--- config.mk ---
export PLATFORM = sky130hd
export DESIGN_NAME = noc_flit_injector
export DESIGN_NICKNAME = d
export VERILOG_FILES = /design/src/rtl/noc_pkg.sv /design/src/rtl/flit_gap_counter.sv /design/src/rtl/noc_flit_injector.sv
export SDC_FILE = /design/constraint.sdc
export NUM_CORES = 1
export LEC_CHECK = 0
export CELL_PAD_IN_SITES_DETAIL_PLACEMENT = 1
export CELL_PAD_IN_SITES_GLOBAL_PLACEMENT = 1
export CORE_ASPECT_RATIO = 1.5
export CORE_UTILIZATION = 41
export DETAILED_ROUTE_END_ITERATION = 8
export MAX_ROUTING_LAYER = met4
export PLACE_DENSITY_LB_ADDON = 0.15
export SYNTH_ARGS = -nofsm -noshare
export SYNTH_HDL_FRONTEND = slang
export SYNTH_HIERARCHICAL = 1
export SYNTH_SLANG_ARGS = --single-unit
--- constraint.sdc ---
create_clock -name clk -period 4.8 [get_ports clk]
set_clock_uncertainty 0.15 [all_clocks]
set_input_delay 0.96 -clock clk [delete_from_list [all_inputs] [get_ports clk]]
set_output_delay 0.96 -clock clk [all_outputs]
set_load 0.005 [all_outputs]
--- src/rtl/noc_pkg.sv ---
// noc_pkg: definitions shared by the flit injector and the router side.
//   - head-flit field offsets/widths and the common destination width
//   - injector state enum
//   - helpers for length clamping and head-flit assembly
package noc_pkg;

   localparam int unsigned DEST_W   = 4;
   localparam int unsigned DEST_LSB = 0;
   localparam int unsigned SRC_LSB  = 4;
   localparam int unsigned LEN_LSB  = 8;
   localparam int unsigned SEQ_LSB  = 12;
   localparam int unsigned SEQ_W    = 16;
   localparam int unsigned HEAD_W   = 32;

   typedef enum logic [1:0] {IDLE, GAP, SEND} inj_state_e;

   // Requests shorter than head+tail or longer than the packet limit are clamped.
   function automatic logic [3:0] clamp_len(input logic [3:0] len, input logic [3:0] max_len);
      if (len < 4'd2) return 4'd2;
      if (len > max_len) return max_len;
      return len;
   endfunction

   // Head flit: dest, source node, effective length, sequence number; upper nibble zero.
   function automatic logic [HEAD_W-1:0] make_head(input logic [DEST_W-1:0] dest,
                                                   input logic [3:0]        src,
                                                   input logic [3:0]        len,
                                                   input logic [SEQ_W-1:0]  seq);
      logic [HEAD_W-1:0] h;
      h = '0;
      h[DEST_LSB +: DEST_W] = dest;
      h[SRC_LSB +: 4]       = src;
      h[LEN_LSB +: 4]       = len;
      h[SEQ_LSB +: SEQ_W]   = seq;
      return h;
   endfunction

endpackage

--- src/rtl/flit_gap_counter.sv ---
// flit_gap_counter: loadable down-counter that times the idle gap before a flit.
//   clk, rst : clock and synchronous active-high reset
//   load     : load 'value' into the counter this cycle
//   value    : gap length in cycles
//   expired  : high during the last gap cycle (count == 1)
// The counter stops at zero, so it stays quiet while the injector is sending.
module flit_gap_counter #(
   parameter int unsigned WIDTH = 8
) (
   input  logic             clk,
   input  logic             rst,
   input  logic             load,
   input  logic [WIDTH-1:0] value,
   output logic             expired
);

   logic [WIDTH-1:0] count;

   always_ff @(posedge clk) begin
      if (rst) begin
         count <= '0;
      end else if (load) begin
         count <= value;
      end else if (count != '0) begin
         count <= count - 1'b1;
      end
   end

   assign expired = (count == WIDTH'(1));

endmodule

--- src/rtl/noc_flit_injector.sv ---
// noc_flit_injector: turns one packet request into a head flit plus body flits
// with a programmable idle gap before every flit, and counts completed packets.
//   clk, rst                   : clock, synchronous active-high reset
//   req_valid/req_ready        : packet request handshake
//   req_dest, req_len          : destination node, total flits including head
//   req_base, req_gap          : payload base value, idle cycles before each flit
//   data_out/valid_out/ready_in: flit handshake toward the NoC node input port
//   busy                       : high whenever not idle
//   pkt_count                  : completed packets, wraps at 2^16
module noc_flit_injector
   import noc_pkg::*;
#(
   parameter int unsigned DATA_WIDTH = 32,
   parameter int unsigned NODE_ID    = 0,
   parameter int unsigned PKT_FLITS  = 6,
   parameter int unsigned GAP_WIDTH  = 8
) (
   input  logic                  clk,
   input  logic                  rst,
   input  logic                  req_valid,
   output logic                  req_ready,
   input  logic [DEST_W-1:0]     req_dest,
   input  logic [3:0]            req_len,
   input  logic [DATA_WIDTH-1:0] req_base,
   input  logic [GAP_WIDTH-1:0]  req_gap,
   output logic [DATA_WIDTH-1:0] data_out,
   output logic                  valid_out,
   input  logic                  ready_in,
   output logic                  busy,
   output logic [SEQ_W-1:0]      pkt_count
);

   inj_state_e            state;
   logic [DEST_W-1:0]     dest_r;
   logic [3:0]            len_r;
   logic [DATA_WIDTH-1:0] base_r;
   logic [GAP_WIDTH-1:0]  gap_r;
   logic [SEQ_W-1:0]      seq_r;
   logic [3:0]            index;

   logic [3:0]            acc_len;
   logic [DATA_WIDTH-1:0] acc_head;
   logic [DATA_WIDTH-1:0] cur_flit;
   logic                  last_flit;
   logic                  gap_load;
   logic [GAP_WIDTH-1:0]  gap_value;
   logic                  gap_expired;

   assign req_ready = (state == IDLE);
   assign busy      = (state != IDLE);

   // Head built straight from the request so it can be presented the cycle after accept.
   assign acc_len  = clamp_len(req_len, 4'(PKT_FLITS));
   assign acc_head = DATA_WIDTH'(make_head(req_dest, 4'(NODE_ID), acc_len, pkt_count));

   // Flit selected by the current index, used when leaving a gap.
   assign cur_flit = (index == 4'd0) ?
                     DATA_WIDTH'(make_head(dest_r, 4'(NODE_ID), len_r, seq_r)) :
                     base_r + DATA_WIDTH'(index);

   assign last_flit = (index == len_r - 4'd1);

   always_comb begin
      gap_load  = 1'b0;
      gap_value = gap_r;
      if (state == IDLE) begin
         gap_load  = req_valid && (req_gap != '0);
         gap_value = req_gap;
      end else if (state == SEND) begin
         gap_load  = ready_in && !last_flit && (gap_r != '0);
      end
   end

   flit_gap_counter #(
      .WIDTH (GAP_WIDTH)
   ) u_gap_counter (
      .clk     (clk),
      .rst     (rst),
      .load    (gap_load),
      .value   (gap_value),
      .expired (gap_expired)
   );

   always_ff @(posedge clk) begin
      if (rst) begin
         state     <= IDLE;
         valid_out <= 1'b0;
         data_out  <= '0;
         pkt_count <= '0;
         index     <= '0;
         dest_r    <= '0;
         len_r     <= 4'd2;
         base_r    <= '0;
         gap_r     <= '0;
         seq_r     <= '0;
      end else begin
         unique case (state)
            IDLE: begin
               if (req_valid) begin
                  dest_r <= req_dest;
                  len_r  <= acc_len;
                  base_r <= req_base;
                  gap_r  <= req_gap;
                  seq_r  <= pkt_count;
                  index  <= '0;
                  if (req_gap != '0) begin
                     state <= GAP;
                  end else begin
                     state     <= SEND;
                     valid_out <= 1'b1;
                     data_out  <= acc_head;
                  end
               end
            end
            GAP: begin
               if (gap_expired) begin
                  state     <= SEND;
                  valid_out <= 1'b1;
                  data_out  <= cur_flit;
               end
            end
            SEND: begin
               if (ready_in) begin
                  if (last_flit) begin
                     pkt_count <= pkt_count + 16'd1;
                     state     <= IDLE;
                     valid_out <= 1'b0;
                  end else begin
                     index <= index + 4'd1;
                     if (gap_r != '0) begin
                        state     <= GAP;
                        valid_out <= 1'b0;
                     end else begin
                        data_out <= base_r + DATA_WIDTH'(index) + DATA_WIDTH'(1);
                     end
                  end
               end
            end
            default: state <= IDLE;
         endcase
      end
   end

endmodule

Yosys cells after proc, flatten, opt, wreduce, memory -nomap -nowiden:

Cells that the tools add are included.
Widths: inputs -> output; s select.

* bits in registers: 127
* logic and storage cells: 87
* output and inout port bits: 51
* bits of input ports: 52

* add/sub/neg operators: 6
* magnitude comparators: 2
* eq/ne operators: 11
* reductions and logical operators: 19
* mux-type cells: 38

Operator list (count)
* $mux 32: 7
* $pmux 32 s3: 1
* $add 32x1->32 const B: 1
* $add 32x4->32: 1
* $mux 4: 7
* $mux 8: 3
* $reduce_bool 8->1: 3
* $add 16x1->16 const B: 1
* $mux 2: 6
* $ne 2x2->1 const B: 6
* $mux 1: 11
* $eq 8x1->1 const B: 1
* $pmux 4 s2: 1
* $reduce_and 4->1: 2
* $sub 8x1->8 const B: 1
* $reduce_and 7->1: 1
* $pmux 2 s3: 1
* $reduce_and 6->1: 1
* $reduce_bool 2->1: 3
* $add 4x1->4 const B: 1
* $eq 4x4->1: 1
* $gt 4x3->1 const B: 1
* $logic_not 4->1: 1
* $lt 4x2->1 const B: 1
* other kinds (11): 13

Logic depth before layout (Yosys ltp):

* depth in word-level cells: 8
* mapped depth: 14
* depth with buffers taken out: 12

Modules after synthesis:

Netlist, hierarchy kept.

Modules (own cells, without submodules)
* noc_flit_injector: area each 7204.4 µm², instances 1, cells each 948, seq. area each 2382.3 µm²
* flit_gap_counter: area each 508.0 µm², instances 1, cells each 53, seq. area each 160.2 µm²

Worst setup path before layout:

OpenSTA, ideal clock, no wires.

* path kind: register -> register
* start: register index[0]
* end: register data_out[24]
* slack: 1.279 ns
* arrival time: 3.238 ns
* buffers on the path: 1
* data required time: 4.517 ns
* cell stages (with the launch flop): 13
* library setup time: 0.133 ns
* period minus slack after synthesis: 3.521 ns
* path through: dfxtp_1 > ha_1 > fa_1 > a211oi_2 > nor3_1 > nor2_1 > and3b_1 > buf_4 > nand4_1 > or3_4 > or4_1 > nand3_1 > a2111oi_2

* cells in the longest elaborated chain, start to end: 6
* elaborated cells between the ends (all ways): 12
* classes of those cells: add/sub (2); eq/ne (2); mux (6); reduce/logical (2)

RTL lines
* start, declared: RTL line noc_flit_injector.sv:39 `logic [3:0] index;`
* start signal, assigned: RTL line noc_flit_injector.sv:129 `index <= index + 4'd1;`
* $add 32x4->32: RTL line noc_flit_injector.sv:59, noc_flit_injector.sv:134
* $add 32x1->32: RTL line noc_flit_injector.sv:134 `data_out <= base_r + DATA_WIDTH'(index) + DATA_WIDTH'(1);`
* $mux 32: RTL line noc_flit_injector.sv:130 `if (gap_r != '0) begin`
* $mux 32: RTL line noc_flit_injector.sv:124 `if (last_flit) begin`
* $mux 32: RTL line noc_flit_injector.sv:123 `if (ready_in) begin`
* $pmux 32 s3: RTL line noc_flit_injector.sv:97 `unique case (state)`
* end signal, assigned: RTL line noc_flit_injector.sv:111 `data_out <= acc_head;`
* end signal, assigned: RTL line noc_flit_injector.sv:119 `data_out <= cur_flit;`
* end signal, assigned: RTL line noc_flit_injector.sv:134
* end, declared: RTL line noc_flit_injector.sv:26 `output logic [DATA_WIDTH-1:0] data_out,`

Several ways; a longest one is shown, not always the timed one. The select of a mux whose other input is x is not followed.
A chain may end at the register's enable or synchronous reset.

Final worst setup path:

Same ends and word-level chain as after synthesis.

==> impl_results.md <==
* GPL Wtd Cong at 0.871
* Slowest Stage Delay on Critical Path at 0.61 ns
* Clock sinks at between 100 and 150
* Largest net degree at the start of global routing at 65
* Sequential cell area fraction in the yosys report at 33.0%
* Worst EP required at 4.97 ns
* Yosys synthesis warning count at 6
* Share of layout cells above drive strength 1 at 8.76%
* Std-Cell Rows at 61
* Predominant post-synthesis flop cell: dfxtp_1
* Postcts setup bufs at 0
* Max FO, Critical Path at 12
* Max cap viols at 0
* Die Ht at between 150 and 200 um
* Area growth syn-to-layout at 22.2%
* Crit. End Element: register
* Gr ovfl total at 0
* Fill cells at roughly 2300
* Crit-path cells: ha_1 > fa_1 > a211oi_2 > nor3_4 > nand4b_1 > o221ai_2 > o2111ai_1 > or3_4 > o31ai_1 > nand3_1 > a2111oi_2
* Via density at 5.58
* Final period utilization at 89.8%
* Synth area leader: dfxtp_1
* Setup TNS at 0 ns
* R2r setup slk at 0.49 ns
* Syn Nets at 1070
* TritonCTS Buffers at 17
* CTS Hold Bufs at 0
* RSZ-0062 raised after global routing: false
* CTS max path bufs at 2
* Clock share of power at slightly above 30%
* Clk_lat worst skew at approximately 0.43 ns
* Synth top cells by count: nand2_1, dfxtp_1, a21oi_1
* Gr usage total at a little over a quarter
* Outcome: complete, no violations
* NumNets Final at 1129
* Vias in the first global route at 7531
* Initial drt markers at 362
* CP arrival at 4.48 ns
* Total Die Area at 19400 um2
* Routed Antenna Nets at 0
* Psw at roughly 1.6 mW
* Final setup viols at 0
* Synthesized cell area at 7710 um2
* Fin. Hold Viols at 0
* Layout Utilization at between 50% and 60%
* Number of inserted diodes at 0
* First-pass GRT wire length at slightly below 40 mm
* CP startpoint kind: register
* Crit path kind: reg2reg
* HPWL after DPL at 17.7 mm
* Mean area per synthesized cell at 7.70 um2
* Root buffer cell: clkbuf_16
* Min Clock Period, post-route at 4.31 ns
* VDD IR-drop max at 0.000241 V
* Area contributors post-synth: dfxtp_1, nand2_1, a21oi_1
* Die width at ~110 um
* Fmax at about 230 MHz
* Rel. slew slack at 22.5%
* P_leak at 3.24 nW
* DRC violations left at 0
* Yosys top cell area share at between 30% and 40%
* Pint at roughly 2.7 mW
* Slowest stage cell, crit path: or3_4
* #FFs+latches synth at 127
* Most numerous cell in the Yosys netlist: nand2_1
* Post-CTS sizing at 0
* Max Slew Vio Count at 0
* DRT Pass-1 Iters at 5
* Starting Density at 41.8%
* I/O Pins at 103
* Final wirelength at between 20 and 25 mm
* Routed via count at 7388
* Worst slew pin tran at between 1 and 1.5 ns
* CTS tree: done
* Count of unique library cells instantiated by Yosys at 85
* Input/output buffers at 102
* Sw frac at 37.6%
* Htree depth at 4
* Mapped Cells at 1001
* Asr flop ratio synth at 0%
* EDFF count, synth at 0
* Min-delay worst type: reg2reg
* Worst-path clk slew at 0.06 ns
* Flop pwr share at 33.1%
* Pwr Density at ~450 nW/um2
* Comb power frac at 35.7%
* Routed len/inst at 18.3 um
* Core ar. at 18500 um2
* Antenna violations before repair at 0
==> logic make-up (layout without fill, tap and decap cells) <==
kind of cell	Yosys count	after routing	share of synthesized area, %
AO/OA/AOI/OAI	213	213	18.2
XOR/XNOR	79	79	9.07
adder cells (fa/ha/maj)	17	17	2.86
buffers and inverters	93	165	5.01
flip-flops	127	127	33.0
multiplexers	15	15	2.09
AND/OR/NAND/NOR	457	457	29.9
==> per-layer routing <==
| metal | vias up | GRT usage, % | wire [um] |
|---|---|---|---|
| li1 | 3619 | - | - |
| met1 | 3543 | 31.5 | 10600 |
| met2 | 177 | 45.0 | 12100 |
| met3 | 49 | 4.31 | 891 |
| met4 | 0 | 10.6 | 702 |
| met5 | - | - | 0 |
==> registers in the layout (all words and copies together) (netlist names) <==
register             cells
index                    4
base_r                  32
valid_out                1
u_gap_counter/count      8
data_out                32
state                    2
dest_r                   4
seq_r                   16
gap_r                    8
pkt_count               16
len_r                    4
==> worst paths after layout <==
path                            start                   endpoint  cells past startpoint
max             index[0]$_SDFFE_PP0P_  data_out[24]$_SDFFE_PP0P_                     11
min          data_out[3]$_SDFFE_PP0P_   data_out[3]$_SDFFE_PP0P_                      2
max reg2reg     index[0]$_SDFFE_PP0P_  data_out[24]$_SDFFE_PP0P_                     11
min reg2reg  data_out[3]$_SDFFE_PP0P_   data_out[3]$_SDFFE_PP0P_                      2
==> stage by stage <==
step | instance area (um2) | hold WS (ns) | setup WS, ns | total power [mW] | instances
after floorplan | 7710 | 0.283 | 1.28 | 2.41 | 1001
after CTS | 9420 | 0.309 | 0.527 | 4.30 | 1325
final | 9420 | 0.305 | 0.490 | 4.27 | 1325
after global routing | 9420 | 0.323 | 0.115 | 4.51 | 1325
after detailed placement | 8830 | 0.302 | 0.541 | 2.96 | 1293
after global placement | 8830 | 0.295 | 0.680 | 2.93 | 1293
==> power by group through the flow <==
stage	combinational (mW)	sequential [mW]	clock [mW]
detailed placement	1.53	1.43	0
CTS	1.54	1.41	1.35
finish	1.52	1.41	1.33
global route	1.68	1.43	1.39
global placement	1.50	1.43	0
floorplan	1.05	1.36	0
==> final cells by class <==
cell class,instances,area [um2],share of cell area (%)
multi-input combinational,781,4790,50.8
inverter,22,82.6,0.876
tap,252,315,3.35
clock inverter,13,164,1.74
timing repair buffer,111,1100,11.7
clock buffer,19,433,4.59
sequential,127,2540,27.0
==> worst max-delay path, delay by kind of cell (launching register included) <==
kind                     cells  cell delay, ns
flip-flops                   1            0.48
AO/OA/AOI/OAI                5            1.61
AND/OR/NAND/NOR              4            1.34
adder cells (fa/ha/maj)      2            0.62
==> layout by cell type (no fill, tap or decap), types with 7 or more instances in the layout <==
cell / count
buf_4: 9
mux2_2: 9
xnor2_1: 42
nand2b_1: 8
dfxtp_1: 127
nor3_1: 27
xor2_1: 36
ha_1: 16
clkbuf_16: 17
nor2_1: 88
clkdlybuf4s50_1: 101
and3_1: 14
nand3_1: 27
o21ai_0: 30
a21oi_1: 100
nand4_1: 17
or3_1: 11
inv_1: 21
nand2_1: 198
or4_1: 7
a221oi_1: 12
No activity file was read; power rests on OpenSTA's default activity.
